==> src/rtl/max4_pool_unit_if.sv <==
// Window/result bundle for max4_pool_unit: four samples plus valid in, max, winner index and valid out.
// master = pooling line buffer / controller side, slave = the selector.
interface max4_pool_unit_if #(
  parameter int W = 9
);
  logic         in_valid;
  logic [W-1:0] in0;
  logic [W-1:0] in1;
  logic [W-1:0] in2;
  logic [W-1:0] in3;
  logic [W-1:0] dout;
  logic [1:0]   max_idx;
  logic         out_valid;

  modport master (
    output in_valid, in0, in1, in2, in3,
    input  dout, max_idx, out_valid
  );

  modport slave (
    input  in_valid, in0, in1, in2, in3,
    output dout, max_idx, out_valid
  );
endinterface

==> src/rtl/max4_pool_unit.sv <==
// 2x2 max-pool selector: registered max of four samples plus winning index (lowest index wins ties).
// Latency 1 cycle, or 2 cycles with MAX4A_PIPE_EN defined (stage A registered); 1 window per clock.
// No backpressure: a window is accepted every cycle in_valid is high; outputs hold when idle.
module max4_pool_unit #(
  parameter int W      = 9,
  parameter int SIGNED = 1
) (
  input  logic             clk,
  input  logic             rst,
  max4_pool_unit_if.slave  bus
);

  // Strictly greater only, so equal values leave the lower-indexed operand in place.
  function automatic logic b_wins(input logic [W-1:0] a, input logic [W-1:0] b);
    if (SIGNED != 0) return $signed(b) > $signed(a);
    else             return b > a;
  endfunction

  logic [W-1:0] m01, m23;
  logic [1:0]   idx01, idx23;
  logic [W-1:0] b_m01, b_m23;
  logic [1:0]   b_idx01, b_idx23;
  logic         b_valid;
  logic [W-1:0] res;
  logic [1:0]   res_idx;
  logic [W-1:0] dout_q;
  logic [1:0]   max_idx_q;
  logic         out_valid_q;

  always_comb begin
    m01   = bus.in0;
    idx01 = 2'd0;
    if (b_wins(bus.in0, bus.in1)) begin
      m01   = bus.in1;
      idx01 = 2'd1;
    end
    m23   = bus.in2;
    idx23 = 2'd2;
    if (b_wins(bus.in2, bus.in3)) begin
      m23   = bus.in3;
      idx23 = 2'd3;
    end
  end

`ifdef MAX4A_PIPE_EN
  logic [W-1:0] m01_q, m23_q;
  logic [1:0]   idx01_q, idx23_q;
  logic         a_valid_q;

  always_ff @(posedge clk) begin
    if (rst) begin
      m01_q     <= '0;
      m23_q     <= '0;
      idx01_q   <= 2'd0;
      idx23_q   <= 2'd0;
      a_valid_q <= 1'b0;
    end else begin
      a_valid_q <= bus.in_valid;
      if (bus.in_valid) begin
        m01_q   <= m01;
        m23_q   <= m23;
        idx01_q <= idx01;
        idx23_q <= idx23;
      end
    end
  end

  assign b_m01   = m01_q;
  assign b_m23   = m23_q;
  assign b_idx01 = idx01_q;
  assign b_idx23 = idx23_q;
  assign b_valid = a_valid_q;
`else
  assign b_m01   = m01;
  assign b_m23   = m23;
  assign b_idx01 = idx01;
  assign b_idx23 = idx23;
  assign b_valid = bus.in_valid;
`endif

  always_comb begin
    res     = b_m01;
    res_idx = b_idx01;
    if (b_wins(b_m01, b_m23)) begin
      res     = b_m23;
      res_idx = b_idx23;
    end
  end

  // Capture only on valid so undriven samples between windows never reach dout.
  always_ff @(posedge clk) begin
    if (rst) begin
      dout_q      <= '0;
      max_idx_q   <= 2'd0;
      out_valid_q <= 1'b0;
    end else begin
      out_valid_q <= b_valid;
      if (b_valid) begin
        dout_q    <= res;
        max_idx_q <= res_idx;
      end
    end
  end

  assign bus.dout      = dout_q;
  assign bus.max_idx   = max_idx_q;
  assign bus.out_valid = out_valid_q;

endmodule

==> src/flat_wrapper.sv <==
// flat-port wrapper written by rule: the top's interface ports become plain ports
module max4_pool_unit_flat 
#(
  parameter int W      = 9,
  parameter int SIGNED = 1
)
  (clk, rst, bus_in_valid, bus_in0, bus_in1, bus_in2, bus_in3, bus_dout, bus_max_idx, bus_out_valid);
  max4_pool_unit_if #(.W(W)) bus_i ();
  input  logic clk;
  input  logic rst;
  input wire logic [$bits(bus_i.in_valid)-1:0] bus_in_valid;
  input wire logic [$bits(bus_i.in0)-1:0] bus_in0;
  input wire logic [$bits(bus_i.in1)-1:0] bus_in1;
  input wire logic [$bits(bus_i.in2)-1:0] bus_in2;
  input wire logic [$bits(bus_i.in3)-1:0] bus_in3;
  output wire logic [$bits(bus_i.dout)-1:0] bus_dout;
  output wire logic [$bits(bus_i.max_idx)-1:0] bus_max_idx;
  output wire logic [$bits(bus_i.out_valid)-1:0] bus_out_valid;
  assign bus_i.in_valid = bus_in_valid;
  assign bus_i.in0 = bus_in0;
  assign bus_i.in1 = bus_in1;
  assign bus_i.in2 = bus_in2;
  assign bus_i.in3 = bus_in3;
  assign bus_dout = bus_i.dout;
  assign bus_max_idx = bus_i.max_idx;
  assign bus_out_valid = bus_i.out_valid;
  max4_pool_unit #(.W(W), .SIGNED(SIGNED)) u_core (.clk(clk), .rst(rst), .bus(bus_i));
endmodule
==> config.mk <==
export PLATFORM = sky130hd
export DESIGN_NAME = max4_pool_unit_flat
export DESIGN_NICKNAME = d
export VERILOG_FILES = /design/src/rtl/max4_pool_unit_if.sv /design/src/rtl/max4_pool_unit.sv /design/src/flat_wrapper.sv
export SDC_FILE = /design/constraint.sdc
export NUM_CORES = 1
export LEC_CHECK = 0
export BUFFER_PORTS_ARGS = -buffer_cell sky130_fd_sc_hd__buf_2
export CAP_MARGIN = 5
export CORE_MARGIN = 4
export CORE_UTILIZATION = 40
export CTS_BUF_LIST = sky130_fd_sc_hd__clkbuf_16
export CTS_CLUSTER_DIAMETER = 200
export DETAILED_ROUTE_END_ITERATION = 16
export MAX_ROUTING_LAYER = met4
export PLACE_DENSITY = 0.71
export SLEW_MARGIN = 30
export SYNTH_ARGS = -nofsm -noshare
export SYNTH_HDL_FRONTEND = slang
export SYNTH_SLANG_ARGS = --single-unit
==> constraint.sdc <==
create_clock -name clk -period 5.27 [get_ports clk]
set_input_delay 1.054 -clock clk [delete_from_list [all_inputs] [get_ports clk]]
set_output_delay 1.054 -clock clk [all_outputs]
set_load 0.1 [all_outputs]
After elaboration in Yosys (flattened, before gate mapping) --
Cells that the tools add are included.
Storage, ports and cells: logic and storage cells 12, register bits 12
Cells by class: magnitude comparators 3, muxes and demuxes 6
Operator list (count):
- $gt A9 B9 Y1 | 3
- $mux W9 | 3
- $mux W1 | 2
- $mux W2 | 1

Depth between registers and ports, before layout --
depth in word-level cells 4, gate-level depth with buffers 16

Least setup slack after synthesis --
Ideal clock, no wire load.
kind input -> register, from input port bus_in2[2], to register u_core.dout_q[2] (netlist: u_core.bus.dout[2]), slack 876 ps, setup time 79 ps, data arrival time 4315 ps, buffers on the path 1, cell stages on the path 15, path through inv_1 > ha_1 > a211o_1 > a221oi_1 > o2111ai_1 > clkbuf_1 > and3_1 > or2_1 > ha_1 > nand4_1 > nor2_1 > mux2_2 > a311oi_1 > o21ai_0 > o211ai_1
On the way: cells in the longest elaborated chain, start to end 4
RTL lines:
- start, declared | line flat_wrapper.sv:14 | input wire logic [$bits(bus_i.in2)-1:0] bus_in2;
- $gt A9 B9 Y1 | line max4_pool_unit.sv:15 | if (SIGNED != 0) return $signed(b) > $signed(a);
- $mux W9 (*) | line max4_pool_unit.sv:39 | if (b_wins(bus.in2, bus.in3)) begin
- $gt A9 B9 Y1 | line max4_pool_unit.sv:15
- $mux W9 (*) | line max4_pool_unit.sv:84 | if (b_wins(b_m01, b_m23)) begin
- end signal, assigned | line max4_pool_unit.sv:99 | dout_q <= res;
- end, declared | line max4_pool_unit.sv:26 | logic [W-1:0] dout_q;
Every way passes the cells marked *; elsewhere a longest branch is shown, timed or not. A chain may end at the register's enable or synchronous reset.

Worst setup path in the final report --
from input port bus_in3[2], to register u_core.dout_q[8] (netlist: u_core.bus.dout[8])
On the way: cells in the longest elaborated chain, start to end 4
RTL lines:
- start, declared | line flat_wrapper.sv:15 | input wire logic [$bits(bus_i.in3)-1:0] bus_in3;
- $gt A9 B9 Y1 | line max4_pool_unit.sv:15
- $mux W9 (*) | line max4_pool_unit.sv:39
- $gt A9 B9 Y1 | line max4_pool_unit.sv:15
- $mux W9 (*) | line max4_pool_unit.sv:84
Marks and branches as above.

==> run metrics <==
outcome complete, no violations; RSZ-0062 raised after global routing no; TritonCTS Buffers 3; pwr/cell area 297 nW/µm²; ys async rst share 0%; mux cell area share after synthesis 11.6%; YS warnings 0; antenna violations before repair 0; Worst Setup Path Type in2reg; Core Rows 21; Seq. cell area 240 µm²; max-cap violations 0; CP max stage delay 0.38 ns; normalized max-slew margin 55.0%; hold path depth 1; number of H-tree levels 1; worst path cell trace buf_2, ha_1, a211o_1, a221oi_1, o2111ai_1, buf_4, and3_1, or2_2, ha_1, o211ai_1, a21oi_1, o221ai_1, a31oi_1, nand2b_1, o221ai_1; I/O pins 51; Unique masters post-synth 37; core area 3420 µm²; Final Max Slew Viols 0; TritonRoute pass-1 iters 4; main flop type after synthesis dfxtp_1; Critical Path Stages 15; CTS resizes 0; Top delay family on crit path compound AO/OA/AOI/OAI gates; # fillers 334; Hold Path Class reg2reg; CTS clock-pin slew for the worst setup and hold paths 0.04 ns; combinational share of power 54.0%; Post-CTS Hold Buffers 0; leak pwr 0.990 nW; number of flops mapped to enable cells by yosys 0; peak supply drop 0.130 mV; post-route minimum period 4.42 ns; Startpoint Class primary input; # diodes 0; most frequent cells in the layout buf_2 (50), ha_1 (27), inv_1 (24); worst slew pin tran 0.672 ns; Setup Viol. Count Final 0; TritonCTS clock tree done; Worst-Skew Late Latency 0.24 ns; crit path buf inv count 2; wire length per cell 12.6 µm; Initial Util 42.5%; pre-CTS setup slack 0.605 ns; syn_area_per_cell 8.03 µm²; fmax 226 MHz; simple-gate share of the synthesized area 18.3%; placer congestion estimate 0.893; die span in y 68.3 µm; Clock power frac 25.4%; die area 4660 µm²; via count 1441; largest family of logic cells by synthesized area compound AO/OA/AOI/OAI gates; Seq/Total Area, Yosys 16.5%; xor/xnor share of the synthesized area 0%; Mapped Cells 181; Layout Nets 302; area of the multi-input gates 1110 µm²; CP max FO 17; switching share of total power 45.6%; Int Pwr 0.000299 W; final hold violation count 0; DPL Wire Length 3.09 mm; grt ovf 0; drt total wl 3.55 mm; CTS Buffer Depth 2; clk_skew 0 ns; Final Cycle Share 83.9%; Die X 68.3 µm; crit path max-delay cell type a31oi_1; Crit. End Element register; fin worst setup slack 0.848 ns; setup bufs post-CTS 0; pin count of the biggest net entering global routing 18; Fin Setup TNS 0 ns; clock root buffer master clkbuf_16; commonest non-fill, non-tap cell in the layout buf_2; Tot GR Track Use 17.3%; Critical Path RT 5.38 ns; Reg2Reg Depth 1; Iteration-0 DRC Markers 34; Mapped Area 1450 µm²; drt drc 0; vias in the first global route 1396; Final ANT Viol Nets 0; Vias/cell 5.13; CP arrival 4.53 ns; Syn Nets 247; IO buf count 50; Compound-Gate Fraction of Synth Area 23.3%; FF+latch count, synth 12; area grow syn2layout 27.4%; switching power 0.000251 W; Reg power frac 20.6%; Post-Synth Adder-Cell Area 23.3%; first-pass GRT wire length 5.93 mm; CTS Sinks 12; share of layout cells above drive strength 1 28.5%
cells in the mapped netlist (2+ instances only):
master | count | area, µm²
a21boi_0 | 2 | 15.0
a21o_1 | 2 | 15.0
a21oi_1 | 9 | 45.0
a31oi_1 | 4 | 25.0
and3_1 | 8 | 50.1
clkbuf_1 | 3 | 11.3
dfxtp_1 | 12 | 240
ha_1 | 27 | 338
inv_1 | 24 | 90.1
mux2i_1 | 12 | 120
nand2_1 | 14 | 52.6
nand2b_1 | 2 | 12.5
nand3_1 | 3 | 15.0
nand4_1 | 3 | 18.8
nor2_1 | 9 | 33.8
nor2b_1 | 4 | 25.0
o211ai_1 | 8 | 60.1
o21a_1 | 3 | 22.5
o21ai_0 | 8 | 40.0
o221ai_1 | 2 | 17.5
or2_1 | 2 | 12.5
or2_2 | 5 | 31.3
kinds of logic (layout without fill, tap and decap cells):
group	after synthesis	count (layout)
AND/OR/NAND/NOR	52	52
AO/OA/AOI/OAI	48	48
buffers and inverters	27	81
adder cells (fa/ha/maj)	27	27
flip-flops	12	12
multiplexers	15	15
power groups by stage:
stage	combinational (W)	sequential (W)	clock, W
after floorplan	0.000127	0.000221	0
after global placement	0.000296	0.000115	0
after detailed placement	0.000297	0.000115	0
after CTS	0.000298	0.000113	0.000142
after global routing	0.000325	0.000115	0.000146
final	0.000296	0.000113	0.000140
per-stage QoR:
step / power (W) / instance area (µm²) / util [%] / hold slack (ns) / instances
2_1_floorplan: 0.000348 / 1450 / - / 0.909 / 181
3_3_place_gp: 0.000411 / 1770 / 51.9 / 0.460 / 277
3_5_place_dp: 0.000412 / 1770 / 51.9 / 0.450 / 277
4_1_cts: 0.000553 / 1850 / 54.2 / 0.467 / 281
5_1_grt: 0.000586 / 1850 / 54.2 / 0.507 / 281
6_report: 0.000549 / 1850 / 54.2 / 0.467 / 281
worst paths after layout:
kind / slack [ns] / to / startpoint
setup / recovery: 0.85 / u_core.bus.dout[8] / bus_in3[2]
hold / removal: 0.47 / u_core.bus.max_idx[0] / u_core.bus.max_idx[0]
setup reg to reg: 4.54 / u_core.bus.dout[0] / u_core.bus.dout[0]
hold reg to reg: 0.47 / u_core.bus.max_idx[0] / u_core.bus.max_idx[0]
flip-flops by register name, indices dropped and copies added, names as in the netlist:
register / flops
u_core.bus.dout: 9
u_core.bus.out_valid: 1
u_core.bus.max_idx: 2
layer usage:
layer | share of wire [%] | track usage (%) | vias to the layer above
met5 | 0 | - | -
met4 | 2.9 | 6.45 | 0
met3 | 6.1 | 4.27 | 11
met2 | 45 | 27.1 | 36
met1 | 46 | 21.4 | 627
li1 | - | - | 767
area by class of cell:
class                   count  share of cell area (%)
flip-flops and latches     12                    13.0
clock inverters             1                   0.203
inverters                  24                    4.87
well taps                  46                    3.11
multi-input cells         142                    60.0
clock buffers               3                    4.06
repair buffers             53                    14.7
(Power assumes the default switching activity.)
